### src/rtl/lcd_frame_sequencer.sv
// rtl/lcd_frame_sequencer.sv - frame refresh sequencer: window setup words, then every pixel
// of the frame buffer as two 9-bit data words over a valid/ready handshake.
module lcd_frame_sequencer #(
  parameter int unsigned WIDTH  = 320,
  parameter int unsigned HEIGHT = 240,
  parameter int unsigned ADDR_W = 17
) (
  input  logic              clk,
  input  logic              reset_n,
  input  logic              i_start,
  output logic              o_busy,
  output logic              o_done,
  output logic [ADDR_W-1:0] o_RAM_addr,
  output logic              o_RAM_rd,
  input  logic [15:0]       i_RAM_data,
  output logic [8:0]        o_Data,
  output logic              o_valid,
  input  logic              i_ready
);

  typedef enum logic [2:0] {
    S_IDLE, S_SEND, S_FETCH, S_WAIT, S_PIX_HI, S_PIX_LO, S_DONE
  } state_t;

  localparam logic [15:0]       COL_LAST = 16'(WIDTH - 1);
  localparam logic [15:0]       ROW_LAST = 16'(HEIGHT - 1);
  localparam logic [ADDR_W-1:0] PIX_LAST = ADDR_W'(WIDTH * HEIGHT - 1);

  state_t            state_q, state_d;
  logic [3:0]        seq_q, seq_d;
  logic [ADDR_W-1:0] addr_q, addr_d;
  logic [15:0]       col_q, col_d;
  logic [15:0]       row_q, row_d;
  logic [15:0]       pix_q, pix_d;
  logic [8:0]        seq_word;
  logic              xfer;

  assign xfer = o_valid & i_ready;

  always_ff @(posedge clk) begin
    if (!reset_n) begin
      state_q <= S_IDLE;
      seq_q   <= '0;
      addr_q  <= '0;
      col_q   <= '0;
      row_q   <= '0;
      pix_q   <= '0;
    end else begin
      state_q <= state_d;
      seq_q   <= seq_d;
      addr_q  <= addr_d;
      col_q   <= col_d;
      row_q   <= row_d;
      pix_q   <= pix_d;
    end
  end

  always_comb begin
    state_d = state_q;
    seq_d   = seq_q;
    addr_d  = addr_q;
    col_d   = col_q;
    row_d   = row_q;
    pix_d   = pix_q;
    unique case (state_q)
      S_IDLE: begin
        if (i_start) begin
          state_d = S_SEND;
          seq_d   = '0;
          addr_d  = '0;
          col_d   = '0;
          row_d   = '0;
        end
      end
      S_SEND: begin
        if (xfer) begin
          if (seq_q == 4'd10) state_d = S_FETCH;
          else                seq_d   = seq_q + 4'd1;
        end
      end
      S_FETCH: state_d = S_WAIT;
      S_WAIT: begin
        pix_d   = i_RAM_data;
        state_d = S_PIX_HI;
      end
      S_PIX_HI: begin
        if (xfer) state_d = S_PIX_LO;
      end
      S_PIX_LO: begin
        if (xfer) begin
          if (addr_q == PIX_LAST) begin
            state_d = S_DONE;
          end else begin
            // Address is a running index; col/row follow the raster position alongside it.
            addr_d  = addr_q + ADDR_W'(1);
            state_d = S_FETCH;
            if (col_q == COL_LAST) begin
              col_d = '0;
              row_d = row_q + 16'd1;
            end else begin
              col_d = col_q + 16'd1;
            end
          end
        end
      end
      S_DONE:  state_d = S_IDLE;
      default: state_d = S_IDLE;
    endcase
  end

  always_comb begin
    case (seq_q)
      4'd0:    seq_word = 9'h02A;
      4'd3:    seq_word = {1'b1, COL_LAST[15:8]};
      4'd4:    seq_word = {1'b1, COL_LAST[7:0]};
      4'd5:    seq_word = 9'h02B;
      4'd8:    seq_word = {1'b1, ROW_LAST[15:8]};
      4'd9:    seq_word = {1'b1, ROW_LAST[7:0]};
      4'd10:   seq_word = 9'h02C;
      default: seq_word = 9'h100;
    endcase
  end

  always_comb begin
    o_busy     = 1'b0;
    o_done     = 1'b0;
    o_RAM_rd   = 1'b0;
    o_valid    = 1'b0;
    o_Data     = '0;
    o_RAM_addr = addr_q;
    unique case (state_q)
      S_SEND: begin
        o_busy  = 1'b1;
        o_valid = 1'b1;
        o_Data  = seq_word;
      end
      S_FETCH: begin
        o_busy   = 1'b1;
        o_RAM_rd = 1'b1;
      end
      S_WAIT: o_busy = 1'b1;
      S_PIX_HI: begin
        o_busy  = 1'b1;
        o_valid = 1'b1;
        o_Data  = {1'b1, pix_q[15:8]};
      end
      S_PIX_LO: begin
        o_busy  = 1'b1;
        o_valid = 1'b1;
        o_Data  = {1'b1, pix_q[7:0]};
      end
      S_DONE:  o_done = 1'b1;
      default: o_busy = 1'b0;
    endcase
  end

endmodule

### config.mk
export PLATFORM = sky130hd
export DESIGN_NAME = lcd_frame_sequencer
export DESIGN_NICKNAME = d
export VERILOG_FILES = /design/src/rtl/lcd_frame_sequencer.sv
export SDC_FILE = /design/constraint.sdc
export NUM_CORES = 1
export LEC_CHECK = 0
export ABC_AREA = 0
export CAP_MARGIN = 30
export CELL_PAD_IN_SITES_DETAIL_PLACEMENT = 0
export CELL_PAD_IN_SITES_GLOBAL_PLACEMENT = 1
export CORE_ASPECT_RATIO = 0.6
export CORE_MARGIN = 8
export CORE_UTILIZATION = 25
export DETAILED_ROUTE_END_ITERATION = 7
export PLACE_DENSITY = 0.67
export SLEW_MARGIN = 5
export SYNTH_ARGS = -nofsm -noshare
export SYNTH_HDL_FRONTEND = slang
export SYNTH_SLANG_ARGS = --single-unit
### constraint.sdc
create_clock -name clk -period 3.97 [get_ports clk]
set_input_delay 0.397 -clock clk [delete_from_list [all_inputs] [get_ports clk]]
set_output_delay 0.397 -clock clk [all_outputs]
set_load 0.05 [all_outputs]
==> results.cfg, run 1 <==
[logic_synthesis]
synth.top_cells.by_area = dfxtp_1 (36%), nand2_1 (9.8%), a21oi_1 (8.8%)
synthesis.area_um2 = 2220
count_of_distinct_cell_types_in_the_synthesized_netlist = 48
synthesis.nets = 321
synth_area_leader_cell = dfxtp_1
synthFlopType = dfxtp_1
postSynthAreaPerCell_um2 = 7.49
share_of_yosys_cell_area_claimed_by_the_top_area_cell_type = 0.361
async_flop_share = 0
synth_edf_count = 0
seq_area_frac_synth = 0.361
ys_ff_latch = 40
syn-instance-count = 296
synth_warnings = 0

[clocking]
clock_latency_ns = 0.28
cts-root-buf = clkbuf_16
clkSlewWorstSetupHoldPaths_ns = 0.06
cts_hold_buffers = 0
cts_tree = done
tritoncts.num_buffers = 5
postCtsSetupRepairBufs = 0
clkSinkCount = 40
largest_buffer_count_on_any_clock_path = 2
clock_tree.htree_level_count = 2
cts-resized-gates = 0

[worst_setup_path]
timing.reg2reg.setup_slack_ns = 1.65
worst_ep_required_time_ns = 3.57
critical_path_arrival_ns = 2.57
critical_path_cell_sequence = nor2b_1 > o21ai_0 > a21oi_1 > clkdlybuf4s50_1
critical_path.max_stage_delay_ns = 0.84
criticalPathCategory = register to output port
crit_slowest_cell = clkdlybuf4s50_1
crit_path_start_kind = register
worstSetupEndpointType = output port
critical_path_peak_fanout = 12

[floorplanning]
start_util = 0.259
num_rows = 26
floorplan_die_width_um = 138
die_area_um2 = 12200
die_height_um = 88.9
ioPinCount = 50
core_region_area_um2 = 8560

[finish]
n_fill_cell = 900
nets = 361
area_delta_synth_final_pct = 32.8
drive_gt1_frac = 0.0623
final_standard_cell_utilization_of_the_core = 0.344
num_antenna_cells = 0

[power_and_ir_drop]
p_sw_mw = 0.227
power_frac_comb = 0.113
power.share.switching = 0.245
max_rail_drop_vdd_mv = 0.144
power_per_cell_area_nw_per_um2 = 314
leakagePower_nw = 0.981
pwr-share-seq = 0.442
power.share.clock = 0.445
power_report.internal_total_mw = 0.698

[global_route]
maximum_number_of_pins_on_one_net_before_global_route_repair = 27
gr-total-overflow = 0
antenna_found_initial = 0
grt_pass1_vias = 2050
grt_usage = 0.112
grt_first_pass_wirelength_um = 10900

[detailed_routing]
detail_route.wirelength_um = 6620
route.antenna.remaining_nets = 0
detail_route.first_pass.iterations = 4
drt_iter0_markers = 141
post_drt_wl_per_cell_um = 14.7
remaining_drc_errors = 0
routed-via-count = 2215
routed_via_density = 4.93

[run_status]
outcome = finished, final reports clean

[placed_design]
detailed_place_hpwl_um = 4920
port-buffer-count = 49
place.gp.congestion = 0.768

[hold_path]
hold_path_class = register to register

[sta]
timing.final.setup_violations = 0
fmaxAchievable_mhz = 337
worst_pin_slew_ns = 0.806
rsz0062_at_grt = false
min_cycle_time_layout_ns = 2.97
timing.final.crit_share = 0.748
worst_clock_skew_ns = 0.00916
setup_tns_ns = 0
maxSlewViolCount = 0
timing.hold.ws_ns = 0.455
hold_violations = 0
maxSlewHeadroom = 0.461

[run]
maxCapViolCount = 0
[worst max-delay path: cells and delay by family (launching register included)]
kind | cells | cell delay [ns]
AND/OR/NAND/NOR | 1 | 0.37
AO/OA/AOI/OAI | 2 | 0.43
buffers and inverters | 1 | 0.84
flip-flops | 1 | 0.63
[cell usage in the layout, fill, tap and decap left out, types with 6 or more instances in the layout]
master / n
nand2_1: 58
clkdlybuf4s50_1: 49
nor2_1: 23
inv_1: 6
mux2_2: 6
a31oi_1: 12
a21oi_1: 39
nand3_1: 12
dfxtp_1: 40
o21ai_0: 11
[sequential cells by signal, indices dropped and copies added (netlist names)]
name and cells:
state_q 3, pix_q 16, o_RAM_addr 17, seq_q 4
[cell type report]
type	instances	area (um^2)	share of cell area
Tap cell	112	140	0.0476
Clock inverter	1	7.51	0.00255
Timing Repair Buffer	51	505	0.172
Sequential cell	40	801	0.272
Multi-Input combinational cell	231	1320	0.449
Inverter	7	26.3	0.00893
Clock buffer	7	143	0.0485
[cell usage after synthesis (all sizes together) (2+ instances only)]
cell,n
dfxtp,40
mux2,6
clkbuf,14
nand3,12
xor2,2
and2,3
nor3,5
nand2,58
buf,4
a32oi,2
nor3b,4
and3,4
nand3b,5
o21ai,12
and4,5
nand2b,3
o21a,2
o22ai,2
a21oi,40
a31oi,12
nor2,23
ha,5
inv,6
nand4,3
mux2i,3
a211oi,2
[through the flow]
stage | instance area [um^2] | std cells | worst slack, ns | power (mW)
floorplan | 2220 | 296 | 1.22 | 0.479
global placement | 2790 | 441 | 1.35 | 0.523
detailed placement | 2790 | 441 | 1.32 | 0.522
CTS | 2940 | 449 | 0.976 | 0.938
global route | 2940 | 449 | 0.754 | 0.967
finish | 2940 | 449 | 1.00 | 0.925
[final timing paths]
check	from	endpoint	depth (start not counted)
hold reg to reg	pix_q[9]	pix_q[9]	2
hold / removal	pix_q[9]	pix_q[9]	2
setup / recovery	state_q[0]	o_Data[5]	4
setup reg to reg	state_q[0]	o_RAM_addr[5]	6
[kinds of logic after synthesis]
logic type / Yosys count / synth area share
multiplexers: 9 / 0.0440
buffers and inverters: 25 / 0.0429
flip-flops: 40 / 0.361
XOR/XNOR: 3 / 0.0119
AND/OR/NAND/NOR: 133 / 0.294
AO/OA/AOI/OAI: 81 / 0.217
adder cells (fa/ha/maj): 5 / 0.0282
[power groups by stage]
stage / sequential, mW / clock [mW] / combinational (mW)
after global placement: 0.417 / 0 / 0.105
after floorplan: 0.415 / 0 / 0.0639
after CTS: 0.409 / 0.424 / 0.105
after global routing: 0.410 / 0.444 / 0.114
after detailed placement: 0.418 / 0 / 0.104
final: 0.409 / 0.411 / 0.104
[per-layer routing]
layer | part of all wire | up-vias | GRT usage
met5 | 0 | - | 0
met3 | 0.073 | 2 | 0.0331
li1 | - | 1134 | -
met1 | 0.52 | 1017 | 0.162
met2 | 0.40 | 62 | 0.154
met4 | 0.0074 | 0 | 0.0353
No activity file was read; power rests on OpenSTA's default activity.
==> run 2, diff against run 1 <==
- PLACE_DENSITY: 0.67 -> 0.69
- clock period: 3.97 -> 2.7 ns (I/O delays scaled with it)
==> run 2 against run 1 <==
Effect of this change:
- combinational power is 59% higher
- flip-flop and latch count did not move
- clock skew decreased by 0.0070 ns
- register-to-register slack got worse by 1.3 ns
- non-clock buffer count rose by 5
- worst hold slack worse by 0.0022 ns
- routed wire length increased by 2.6%
- final cell count is 0.89% higher
- largest power group unchanged
- highest routed layer unchanged
==> results.cfg, run 2 (synthesis results as in run 1) <==
[run_status]
outcome = finished, final reports clean

[power_and_ir_drop]
pwr-share-seq = 0.436
power.share.clock = 0.445
max_rail_drop_vdd_mv = 0.202
power_report.internal_total_mw = 1.05
power_frac_comb = 0.119
power.share.switching = 0.236
p_sw_mw = 0.325
leakagePower_nw = 1.04
power_per_cell_area_nw_per_um2 = 460
totalPowerFinal_mw = 1.38

[worst_setup_path]
crit_slowest_cell = clkdlybuf4s50_1
critical_path_arrival_ns = 2.15
critical_path_peak_fanout = 20
crit_path_start_kind = register
cp.buffers_inverters = 1
critical_path.max_stage_delay_ns = 0.84
timing.critical_path.max_delay_family = buffers and inverters
worstSetupEndpointType = output port
criticalPathCategory = register to output port
worst_ep_required_time_ns = 2.43
critical_path_cell_sequence = nor3_1 > a21oi_1 > clkdlybuf4s50_1

[clocking]
clkSlewWorstSetupHoldPaths_ns = 0.06
cts-root-buf = clkbuf_16
cts-resized-gates = 0
cts_tree = done
clock_latency_ns = 0.28
clkSinkCount = 40
cts_hold_buffers = 0
tritoncts.num_buffers = 5
largest_buffer_count_on_any_clock_path = 2
clock_tree.htree_level_count = 2
postCtsSetupRepairBufs = 0

[sta]
fmaxAchievable_mhz = 413
worst_pin_slew_ns = 0.693
maxSlewViolCount = 0
setup_tns_ns = 0
timing.final.crit_share = 0.897
worst_clock_skew_ns = 0.00212
timing.final.setup_violations = 0
hold_violations = 0
min_cycle_time_layout_ns = 2.42
maxSlewHeadroom = 0.538
rsz0062_at_grt = false

[finish]
n_fill_cell = 924
largest_register_ff_count = 17
area_delta_synth_final_pct = 35.3
nets = 366
drive_gt1_frac = 0.103
layout_commonest_cell = nand2_1
num_antenna_cells = 0
mostFrequentLayoutCells = nand2_1 (58), clkdlybuf4s50_1 (40), dfxtp_1 (40)

[run]
maxCapViolCount = 0

[hold_path]
hold_path_class = register to register

[placed_design]
detailed_place_hpwl_um = 5010
port-buffer-count = 49
place.gp.congestion = 0.772

[global_route]
maximum_number_of_pins_on_one_net_before_global_route_repair = 27
grt_usage = 0.115
grt_first_pass_wirelength_um = 11200
gr-total-overflow = 0
antenna_found_initial = 0
grt_pass1_vias = 2147

[floorplanning]
die_area_um2 = 12200
ioPinCount = 50
num_rows = 26
die_height_um = 88.9
core_region_area_um2 = 8560
floorplan_die_width_um = 138
start_util = 0.259

[detailed_routing]
routed-via-count = 2248
routed_via_density = 4.96
detail_route.wirelength_um = 6790
post_drt_wl_per_cell_um = 15.0
drt_iter0_markers = 192
detail_route.first_pass.iterations = 5
remaining_drc_errors = 0
route.antenna.remaining_nets = 0
## run 2: cell type report
type,instances,area (um^2),area share
timing repair buffer,56,558,0.186
clock buffer,7,153,0.0509
inverter,7,26.3,0.00876
tap,112,140,0.0467
multi-input combinational,231,1320,0.440
sequential,40,801,0.267
## run 2: worst paths after layout
| kind | start | end | slack [ns] | cells after the start |
|---|---|---|---|---|
| worst max register to register | o_RAM_addr[1] | o_RAM_addr[8] | 0.32 | 6 |
| worst max-delay path | state_q[2] | o_busy | 0.28 | 3 |
| worst min-delay path | pix_q[12] | pix_q[12] | 0.45 | 2 |
| worst min register to register | pix_q[12] | pix_q[12] | 0.45 | 2 |
## run 2: layer usage
metal	GRT usage	up-vias	share of wire
li1	-	1146	-
met1	0.167	1038	0.55
met2	0.158	56	0.38
met3	0.0359	8	0.060
met4	0.0265	0	0.0074
met5	0	-	0
## run 2: metrics by stage
stage                     hold slack, ns  cell area, um^2  cells  utilization  worst slack (ns)
final                              0.453             3000    453        0.350             0.279
after global routing               0.478             3000    453        0.350            0.0362
after CTS                          0.454             3000    453        0.350             0.264
after detailed placement           0.445             2850    446        0.333             0.346
after global placement             0.441             2850    446        0.333             0.388
after floorplan                    0.406             2220    296            -            0.0813
## run 2: tightest hold or removal path: cells and delay by family, from the launching register on
family | cells | cell delay [ns]
and+or+nand+nor | 1 | 0.05
AOI/OAI and AO/OA | 1 | 0.05
DFF | 1 | 0.31
## run 2: power by group through the flow
stage	sequential [mW]	clock, mW	combinational [mW]
5_1_grt	0.601	0.663	0.181
2_1_floorplan	0.610	0	0.0940
3_5_place_dp	0.613	0	0.165
4_1_cts	0.600	0.635	0.166
6_report	0.600	0.613	0.165
3_3_place_gp	0.613	0	0.165
